--- src/rtl/upower_pkg.sv ---
// Shared opcode/xo constants, decode classes and the issue packet layout.
package upower_pkg;

  localparam int XLEN = 64;
  localparam int ILEN = 32;

  localparam logic [5:0] OP_ADDI  = 6'd14;
  localparam logic [5:0] OP_ADDIS = 6'd15;
  localparam logic [5:0] OP_B     = 6'd18;
  localparam logic [5:0] OP_XL    = 6'd19;
  localparam logic [5:0] OP_ORI   = 6'd24;
  localparam logic [5:0] OP_XORI  = 6'd26;
  localparam logic [5:0] OP_ANDI  = 6'd28;
  localparam logic [5:0] OP_X     = 6'd31;
  localparam logic [5:0] OP_LWZ   = 6'd32;
  localparam logic [5:0] OP_LBZ   = 6'd34;
  localparam logic [5:0] OP_STW   = 6'd36;
  localparam logic [5:0] OP_STWU  = 6'd37;
  localparam logic [5:0] OP_STB   = 6'd38;
  localparam logic [5:0] OP_LHZ   = 6'd40;
  localparam logic [5:0] OP_LHA   = 6'd42;
  localparam logic [5:0] OP_STH   = 6'd44;
  localparam logic [5:0] OP_LD    = 6'd58;
  localparam logic [5:0] OP_STD   = 6'd62;

  localparam logic [8:0] XO_ADD   = 9'd266;
  localparam logic [8:0] XO_SUBF  = 9'd40;
  localparam logic [9:0] X_AND    = 10'd28;
  localparam logic [9:0] X_OR     = 10'd444;
  localparam logic [9:0] X_XOR    = 10'd316;
  localparam logic [9:0] X_NAND   = 10'd476;
  localparam logic [9:0] X_EXTSW  = 10'd986;

  typedef enum logic [2:0] {
    ALU_XO, ALU_X, D_ARITH, D_LOGIC, LOAD, STORE, BR, ILLEGAL
  } dec_class_e;

  typedef struct packed {
    logic [XLEN-1:0] rs;
    logic [XLEN-1:0] rt;
    logic [XLEN-1:0] bo;
    logic [XLEN-1:0] bi;
    logic [5:0]      opcode;
    logic [8:0]      xoxo;
    logic [9:0]      xox;
    logic            rc;
    logic            aa;
    logic [13:0]     ds;
    logic [15:0]     si;
    logic [1:0]      xods;
    logic            dest_we;
    logic [4:0]      dest_addr;
  } issue_pkt_t;

endpackage

--- src/rtl/upower_field_decode.sv ---
// Combinational instruction splitter: class, register routing and raw fields.
// Operand slots (rs/rt) of the returned packet are left 0; the top fills them.
module upower_field_decode
  import upower_pkg::*;
(
  input  logic [ILEN-1:0] i_instr,
  output dec_class_e      o_cls,
  output logic [4:0]      o_src_a,
  output logic [4:0]      o_src_b,
  output logic            o_use_a,
  output logic            o_use_b,
  output issue_pkt_t      o_pkt
);

  logic [5:0] w_op;
  logic [4:0] w_rt, w_ra, w_rb;
  logic [8:0] w_xoxo;
  logic [9:0] w_xox;

  assign w_op   = i_instr[31:26];
  assign w_rt   = i_instr[25:21];
  assign w_ra   = i_instr[20:16];
  assign w_rb   = i_instr[15:11];
  assign w_xoxo = i_instr[9:1];
  assign w_xox  = i_instr[10:1];

  // Classify the opcode and route source/dest indices; raw fields always pass
  always_comb begin
    o_cls     = ILLEGAL;
    o_src_a   = '0;
    o_src_b   = '0;
    o_use_a   = 1'b0;
    o_use_b   = 1'b0;
    o_pkt     = '0;
    o_pkt.opcode = w_op;
    o_pkt.bo     = {59'd0, w_rt};
    o_pkt.bi     = {59'd0, w_ra};
    o_pkt.rc     = i_instr[0];
    o_pkt.aa     = i_instr[1];
    o_pkt.ds     = i_instr[15:2];
    o_pkt.si     = i_instr[15:0];
    o_pkt.xods   = i_instr[1:0];
    case (w_op)
      OP_X: begin
        // XO match is checked first so an OE=1 add still decodes as XO-form
        if (w_xoxo == XO_ADD || w_xoxo == XO_SUBF) begin
          o_cls = ALU_XO;  o_pkt.xoxo = w_xoxo;
          o_src_a = w_ra;  o_use_a = 1'b1;
          o_src_b = w_rb;  o_use_b = 1'b1;
          o_pkt.dest_we = 1'b1;  o_pkt.dest_addr = w_rt;
        end else if (w_xox inside {X_AND, X_OR, X_XOR, X_NAND, X_EXTSW}) begin
          o_cls = ALU_X;   o_pkt.xox = w_xox;
          o_src_a = w_rt;  o_use_a = 1'b1;
          o_src_b = w_rb;  o_use_b = 1'b1;
          o_pkt.dest_we = 1'b1;  o_pkt.dest_addr = w_ra;
        end
      end
      OP_ADDI, OP_ADDIS: begin
        // RA=0 means literal zero, so r0 is neither read nor hazard-checked
        o_cls = D_ARITH;  o_src_a = w_ra;  o_use_a = (w_ra != 5'd0);
        o_pkt.dest_we = 1'b1;  o_pkt.dest_addr = w_rt;
      end
      OP_ORI, OP_XORI, OP_ANDI: begin
        o_cls = D_LOGIC;  o_src_a = w_rt;  o_use_a = 1'b1;
        o_pkt.dest_we = 1'b1;  o_pkt.dest_addr = w_ra;
      end
      OP_LWZ, OP_LBZ, OP_LHZ, OP_LHA, OP_LD: begin
        o_cls = LOAD;  o_src_a = w_ra;  o_use_a = (w_ra != 5'd0);
        o_pkt.dest_we = 1'b1;  o_pkt.dest_addr = w_rt;
      end
      OP_STW, OP_STWU, OP_STB, OP_STH, OP_STD: begin
        o_cls = STORE;
        o_src_a = w_ra;  o_use_a = 1'b1;
        o_src_b = w_rt;  o_use_b = 1'b1;
      end
      OP_B: o_cls = BR;
      OP_XL: begin
        o_cls = BR;
        o_src_a = w_rt;  o_use_a = 1'b1;
        o_src_b = w_ra;  o_use_b = 1'b1;
      end
      default: ;
    endcase
  end

endmodule

--- src/rtl/upower_decode_issue.sv ---
// Two-stage decode/issue front end with register scoreboard, backpressure and flush.
module upower_decode_issue
  import upower_pkg::*;
(
  input  logic            i_clk,
  input  logic            i_reset,
  input  logic            i_instr_valid,
  output logic            o_instr_ready,
  input  logic [ILEN-1:0] i_instr,
  input  logic            i_flush,
  output logic [4:0]      o_rf_addr_a,
  output logic [4:0]      o_rf_addr_b,
  input  logic [XLEN-1:0] i_rf_data_a,
  input  logic [XLEN-1:0] i_rf_data_b,
  input  logic            i_wb_valid,
  input  logic [4:0]      i_wb_addr,
  output logic            o_issue_valid,
  input  logic            i_issue_ready,
  output logic [XLEN-1:0] o_rs,
  output logic [XLEN-1:0] o_rt,
  output logic [XLEN-1:0] o_bo,
  output logic [XLEN-1:0] o_bi,
  output logic [5:0]      o_opcode,
  output logic [8:0]      o_xoxo,
  output logic [9:0]      o_xox,
  output logic            o_rc,
  output logic            o_aa,
  output logic [13:0]     o_ds,
  output logic [15:0]     o_si,
  output logic [1:0]      o_xods,
  output logic            o_dest_we,
  output logic [4:0]      o_dest_addr,
  output logic            o_illegal
);

  // [0] = decode register valid, [1] = issue register valid
  logic [1:0]      r_vld_pipe;
  logic [ILEN-1:0] r_dec_instr;
  issue_pkt_t      r_iss;
  logic [31:0]     r_busy;

  dec_class_e  w_cls;
  logic [4:0]  w_src_a, w_src_b;
  logic        w_use_a, w_use_b;
  issue_pkt_t  w_pkt, w_iss_pkt;
  logic [31:0] w_wb_clr, w_busy_eff, w_set;
  logic        w_illegal, w_hazard, w_iss_free, w_dec_adv, w_dec_leave;

  upower_field_decode u_dec (
    .i_instr (r_dec_instr),
    .o_cls   (w_cls),
    .o_src_a (w_src_a),
    .o_src_b (w_src_b),
    .o_use_a (w_use_a),
    .o_use_b (w_use_b),
    .o_pkt   (w_pkt)
  );

  // A same-cycle writeback already frees its register for the hazard check
  assign w_wb_clr   = i_wb_valid ? (32'd1 << i_wb_addr) : 32'd0;
  assign w_busy_eff = r_busy & ~w_wb_clr;
  assign w_illegal  = r_vld_pipe[0] && (w_cls == ILLEGAL);
  assign w_hazard   = (w_use_a && w_busy_eff[w_src_a]) || (w_use_b && w_busy_eff[w_src_b]);
  assign w_iss_free = !r_vld_pipe[1] || i_issue_ready;
  assign w_dec_adv  = r_vld_pipe[0] && !w_illegal && !w_hazard && w_iss_free;
  // Illegal words drop out of decode unconditionally
  assign w_dec_leave = w_dec_adv || w_illegal;
  assign w_set       = (w_dec_adv && w_pkt.dest_we) ? (32'd1 << w_pkt.dest_addr) : 32'd0;

  assign o_instr_ready = !r_vld_pipe[0] || w_dec_leave;
  assign o_illegal     = w_illegal;
  assign o_rf_addr_a   = r_vld_pipe[0] ? w_src_a : 5'd0;
  assign o_rf_addr_b   = r_vld_pipe[0] ? w_src_b : 5'd0;

  // Attach register-file operands; unused slots are forced to zero
  always_comb begin
    w_iss_pkt    = w_pkt;
    w_iss_pkt.rs = w_use_a ? i_rf_data_a : '0;
    w_iss_pkt.rt = w_use_b ? i_rf_data_b : '0;
  end

  // Decode and issue registers with handshake; flush kills both stages
  always_ff @(posedge i_clk) begin
    if (i_reset) begin
      r_vld_pipe  <= '0;
      r_dec_instr <= '0;
      r_iss       <= '0;
    end else if (i_flush) begin
      r_vld_pipe  <= '0;
    end else begin
      if (i_instr_valid && o_instr_ready) begin
        r_vld_pipe[0] <= 1'b1;
        r_dec_instr   <= i_instr;
      end else if (w_dec_leave) begin
        r_vld_pipe[0] <= 1'b0;
      end
      if (w_dec_adv) begin
        r_vld_pipe[1] <= 1'b1;
        r_iss         <= w_iss_pkt;
      end else if (i_issue_ready) begin
        r_vld_pipe[1] <= 1'b0;
      end
    end
  end

  // Scoreboard: writebacks clear, issue sets; set wins on the same register
  always_ff @(posedge i_clk) begin
    if (i_reset) r_busy <= '0;
    else         r_busy <= (r_busy & ~w_wb_clr) | (i_flush ? 32'd0 : w_set);
  end

  assign o_issue_valid = r_vld_pipe[1];
  assign o_rs          = r_iss.rs;
  assign o_rt          = r_iss.rt;
  assign o_bo          = r_iss.bo;
  assign o_bi          = r_iss.bi;
  assign o_opcode      = r_iss.opcode;
  assign o_xoxo        = r_iss.xoxo;
  assign o_xox         = r_iss.xox;
  assign o_rc          = r_iss.rc;
  assign o_aa          = r_iss.aa;
  assign o_ds          = r_iss.ds;
  assign o_si          = r_iss.si;
  assign o_xods        = r_iss.xods;
  assign o_dest_we     = r_iss.dest_we;
  assign o_dest_addr   = r_iss.dest_addr;

endmodule

--- config.mk ---
export PLATFORM = sky130hd
export DESIGN_NAME = upower_decode_issue
export DESIGN_NICKNAME = d
export VERILOG_FILES = /design/src/rtl/upower_pkg.sv /design/src/rtl/upower_field_decode.sv /design/src/rtl/upower_decode_issue.sv
export SDC_FILE = /design/constraint.sdc
export NUM_CORES = 1
export LEC_CHECK = 0
export ABC_AREA = 0
export BUFFER_PORTS_ARGS = -buffer_cell sky130_fd_sc_hd__buf_2
export CAP_MARGIN = 10
export CORE_UTILIZATION = 35
export CTS_BUF_LIST = sky130_fd_sc_hd__clkbuf_4 sky130_fd_sc_hd__clkbuf_8 sky130_fd_sc_hd__clkbuf_16
export DETAILED_ROUTE_END_ITERATION = 12
export GPL_TIMING_DRIVEN = 0
export PLACE_DENSITY = 0.7
export SYNTH_ARGS = -nofsm -noshare
export SYNTH_HDL_FRONTEND = slang
export SYNTH_SLANG_ARGS = --single-unit
--- constraint.sdc ---
create_clock -name i_clk -period 5.95 [get_ports i_clk]
set_input_delay 1.785 -clock i_clk [delete_from_list [all_inputs] [get_ports i_clk]]
set_output_delay 1.785 -clock i_clk [all_outputs]
set_load 0.01 [all_outputs]
==> results.tsv <==
metric	value	unit
run_status	finished, final reports clean	
post_synth_fa_ha_maj_area_fraction	0	
placed_cells_incl_taps	2648	
wl_per_cell	18.8	µm
yosysUniqueCellTypes	78	
drtIter0Drc	941	
pin_count	505	
ys.warnings.count	0	
via_count_of_the_first_global_routing_pass	12600	
fmax	170	MHz
register_area	0.00502	mm²
detailedPlacementHpwl	39700	µm
report.final.setup_viol	0	
die_ar	0.0389	mm²
worstSetupStartpointType	primary input	
ant_nets	0	
max-slew-margin-rel	0.378	
overflow	0	
worst_ir_drop_vdd	192	µV
worst_r2r_startpoint	r_dec_instr[7]	
period_share	0.988	
worst_ep_required_time	4160	ps
worstPathMaxFanout	8	
p_leak	7.60	nW
final_number_of_hold_violating_endpoints	0	
series_of_cell_instances_along_the_critical_path	buf_2 -> nand4b_1 -> o21ai_1 -> a31oi_1 -> o221ai_1 -> o2111ai_1 -> nor4_1 -> a21o_2 -> o211ai_2 -> nand2_1 -> buf_2	
synth_seq_area_share	0.376	
slowest_cell_delay_on_critical_path	470	ps
drv_slew	0	
critPathArrivalTime	4090	ps
tritoncts	yes	
drt_pass1_iterations	5	
synth-simple-area-share	0.213	
worst_setup_path_end_kind	primary output	
synth_compound_area_frac	0.237	
areaGrowthSynthToFinish	32.0	%
final.setup.tns	0	ps
synthesis.instances	1634	
synth.cell_area	0.0134	mm²
worst_clock_skew	26.2	ps
instances_no_fill	2711	
synth_enable_flop_cells	0	
sinks_on_the_clock_net	251	
die_height	197	µm
post_drt_via_cell_ratio	5.02	
drt-total-wl	51000	µm
synth_mux_area_frac	0.0462	
min-delay-start	o_bi[4]	
multi_input_area	0.00722	mm²
drv_cap	0	
filler_cell_count	3715	
power.density	229	mW/mm²
start_util	0.355	
path_buf_inv	2	
grt_antenna_before_repair	7	
insertion_delay	590	ps
global_route_wire_length_before_repair	75000	µm
synthesis.area_per_instance	8.17	µm²
cts_made_buffers	30	
worst_setup_hold_path_clk_slew	60	ps
cts_max_path_buffers	3	
timing.critical_path.max_delay_family	compound AO/OA/AOI/OAI gates	
cpMostUsedCell	buf_2	
cts-htree-levels	1	
drt_drc_violations_left	0	
synthXorXnorAreaFrac	0	
transition_time_at_the_pin_with_the_least_slew_margin	930	ps
maximum_number_of_pins_on_one_net_before_global_route_repair	17	
timing.setup.critical_path_class	in2out	
post-route-min-period	5880	ps
rows	71	
cts_root_buffer	clkbuf_16	
whs	480	ps
async_flop_share	0	
drive_gt1_frac	0.317	
synth_top_family_by_area	compound AO/OA/AOI/OAI gates	
finalWeightedCongestion	0.937	
cp_slowest_cell	o21ai_1	
port_buffers	386	
min_path_type	reg2reg	
startpoint	i_wb_addr[2]	
grt_util_all_layers	0.249	
finalNetCount	2343	
core_ar	0.0376	mm²
die_width	197	µm
vias	13600	
synth-main-ff-cell	dfxtp_1	
yosys_register_bits	251	
cts-hold-fix-buffers	0	
## layout by cell type, fill, tap and decap left out, drive strengths merged, types with 6 or more instances in the layout
cell	count
nor2	16
clkinvlp	9
nand2	161
nand4b	9
a31oi	8
a22oi	7
nand4	9
a2111oi	7
o21ai	342
a211oi	13
a22o	7
o31ai	7
dfxtp	251
o22ai	22
buf	572
o32ai	16
nor2b	149
mux2	10
o211ai	7
nor3	8
mux2i	50
and2	8
clkbuf	129
o2111ai	8
conb	118
a21oi	53
nand2b	77
nand3	44
nor3b	8
clkinv	6
## power by group
group,switching (mW),internal (mW)
registers,0.0165,1.69
logic,0.215,0.145
clock network,0.800,1.16
total,1.03,3.00
## path summary, 6_finish.rpt
kind	endpoint	cells after the start	slack [ps]
worst max-delay path	o_instr_ready	11	70
worst min-delay path	o_bi[4]	2	480
worst max register to register	o_xox[4]	13	1720
worst min register to register	o_bi[4]	2	480
## per-stage QoR
step | area [µm²] | utilization | total power, mW | setup slack (ps)
after floorplan | 13800 | - | 1.96 | 745
after global placement | 16400 | 0.435 | 2.09 | -303
after detailed placement | 16400 | 0.435 | 2.09 | -197
after CTS | 17500 | 0.465 | 4.04 | 21.6
after global routing | 17600 | 0.469 | 4.16 | -7.04
final | 17600 | 0.469 | 4.03 | 71.4
## worst register-to-register path: cells and delay by family (launching register included)
| family | cells | cell delay [ps] |
|---|---|---|
| DFF | 1 | 500 |
| and+or+nand+nor | 3 | 690 |
| AOI/OAI and AO/OA | 7 | 2240 |
| buffers and inverters | 3 | 720 |
## routing by layer
metal,up-vias,part of all wire,GRT usage
met3,97,0.079,0.0570
met4,12,0.031,0.0749
met5,-,0.0016,0
li1,6553,-,-
met2,602,0.48,0.424
met1,6339,0.41,0.311
## flip-flops by register name, summed over array words and instances (netlist names), 2 cells and up
signal,count
o_bi,5
o_bo,5
o_dest_addr,5
o_ds,14
o_opcode,6
o_rs,64
o_rt,64
o_si,2
o_xox,10
o_xoxo,9
r_busy,32
r_dec_instr,32
r_vld_pipe,2
## timing repair
action	CTS	global route
buffers inserted	3	1
cloned	0	0
pin swaps	1	2
endpoints found under the setup margin	1	1
resized for setup	8	39
## cell usage after synthesis (all sizes together), types with 5 or more instances
master	number	area share
a211oi	13	0.0096
clkbuf	94	0.027
a31oi	8	0.0037
dfxtp	251	0.38
nand4b	9	0.0059
nand2b	77	0.036
mux2i	50	0.037
o22ai	22	0.010
and2	8	0.0037
nand2	161	0.046
a22oi	7	0.0039
nand3	44	0.016
o2111ai	8	0.0057
buf	182	0.099
and3	5	0.0023
nand3b	5	0.0028
nand4	9	0.0042
o21ai	342	0.13
nor3	8	0.0037
a22o	7	0.0046
a2111oi	7	0.0046
o32ai	16	0.014
a21oi	53	0.020
nor2	16	0.0045
mux2	10	0.0087
o31ai	7	0.0039
nor3b	8	0.0067
o211ai	7	0.0047
nor2b	149	0.070
## cell type report
cell class	count	share of cell area
diodes	4	0.000568
plain buffers	275	0.0954
clock buffers	36	0.0462
clock inverters	20	0.0145
inverters	4	0.000852
multi-input cells	1220	0.410
flip-flops and latches	251	0.285
well taps	511	0.0363
repair buffers	390	0.111
## cells by family (layout without fill, tap and decap cells)
group,Yosys count,after routing
AO/OA/AOI/OAI,526,526
AND/OR/NAND/NOR,516,516
buffers and inverters,280,725
flip-flops,251,251
multiplexers,60,60
other,1,122
Power figures use the tool's default switching activity.
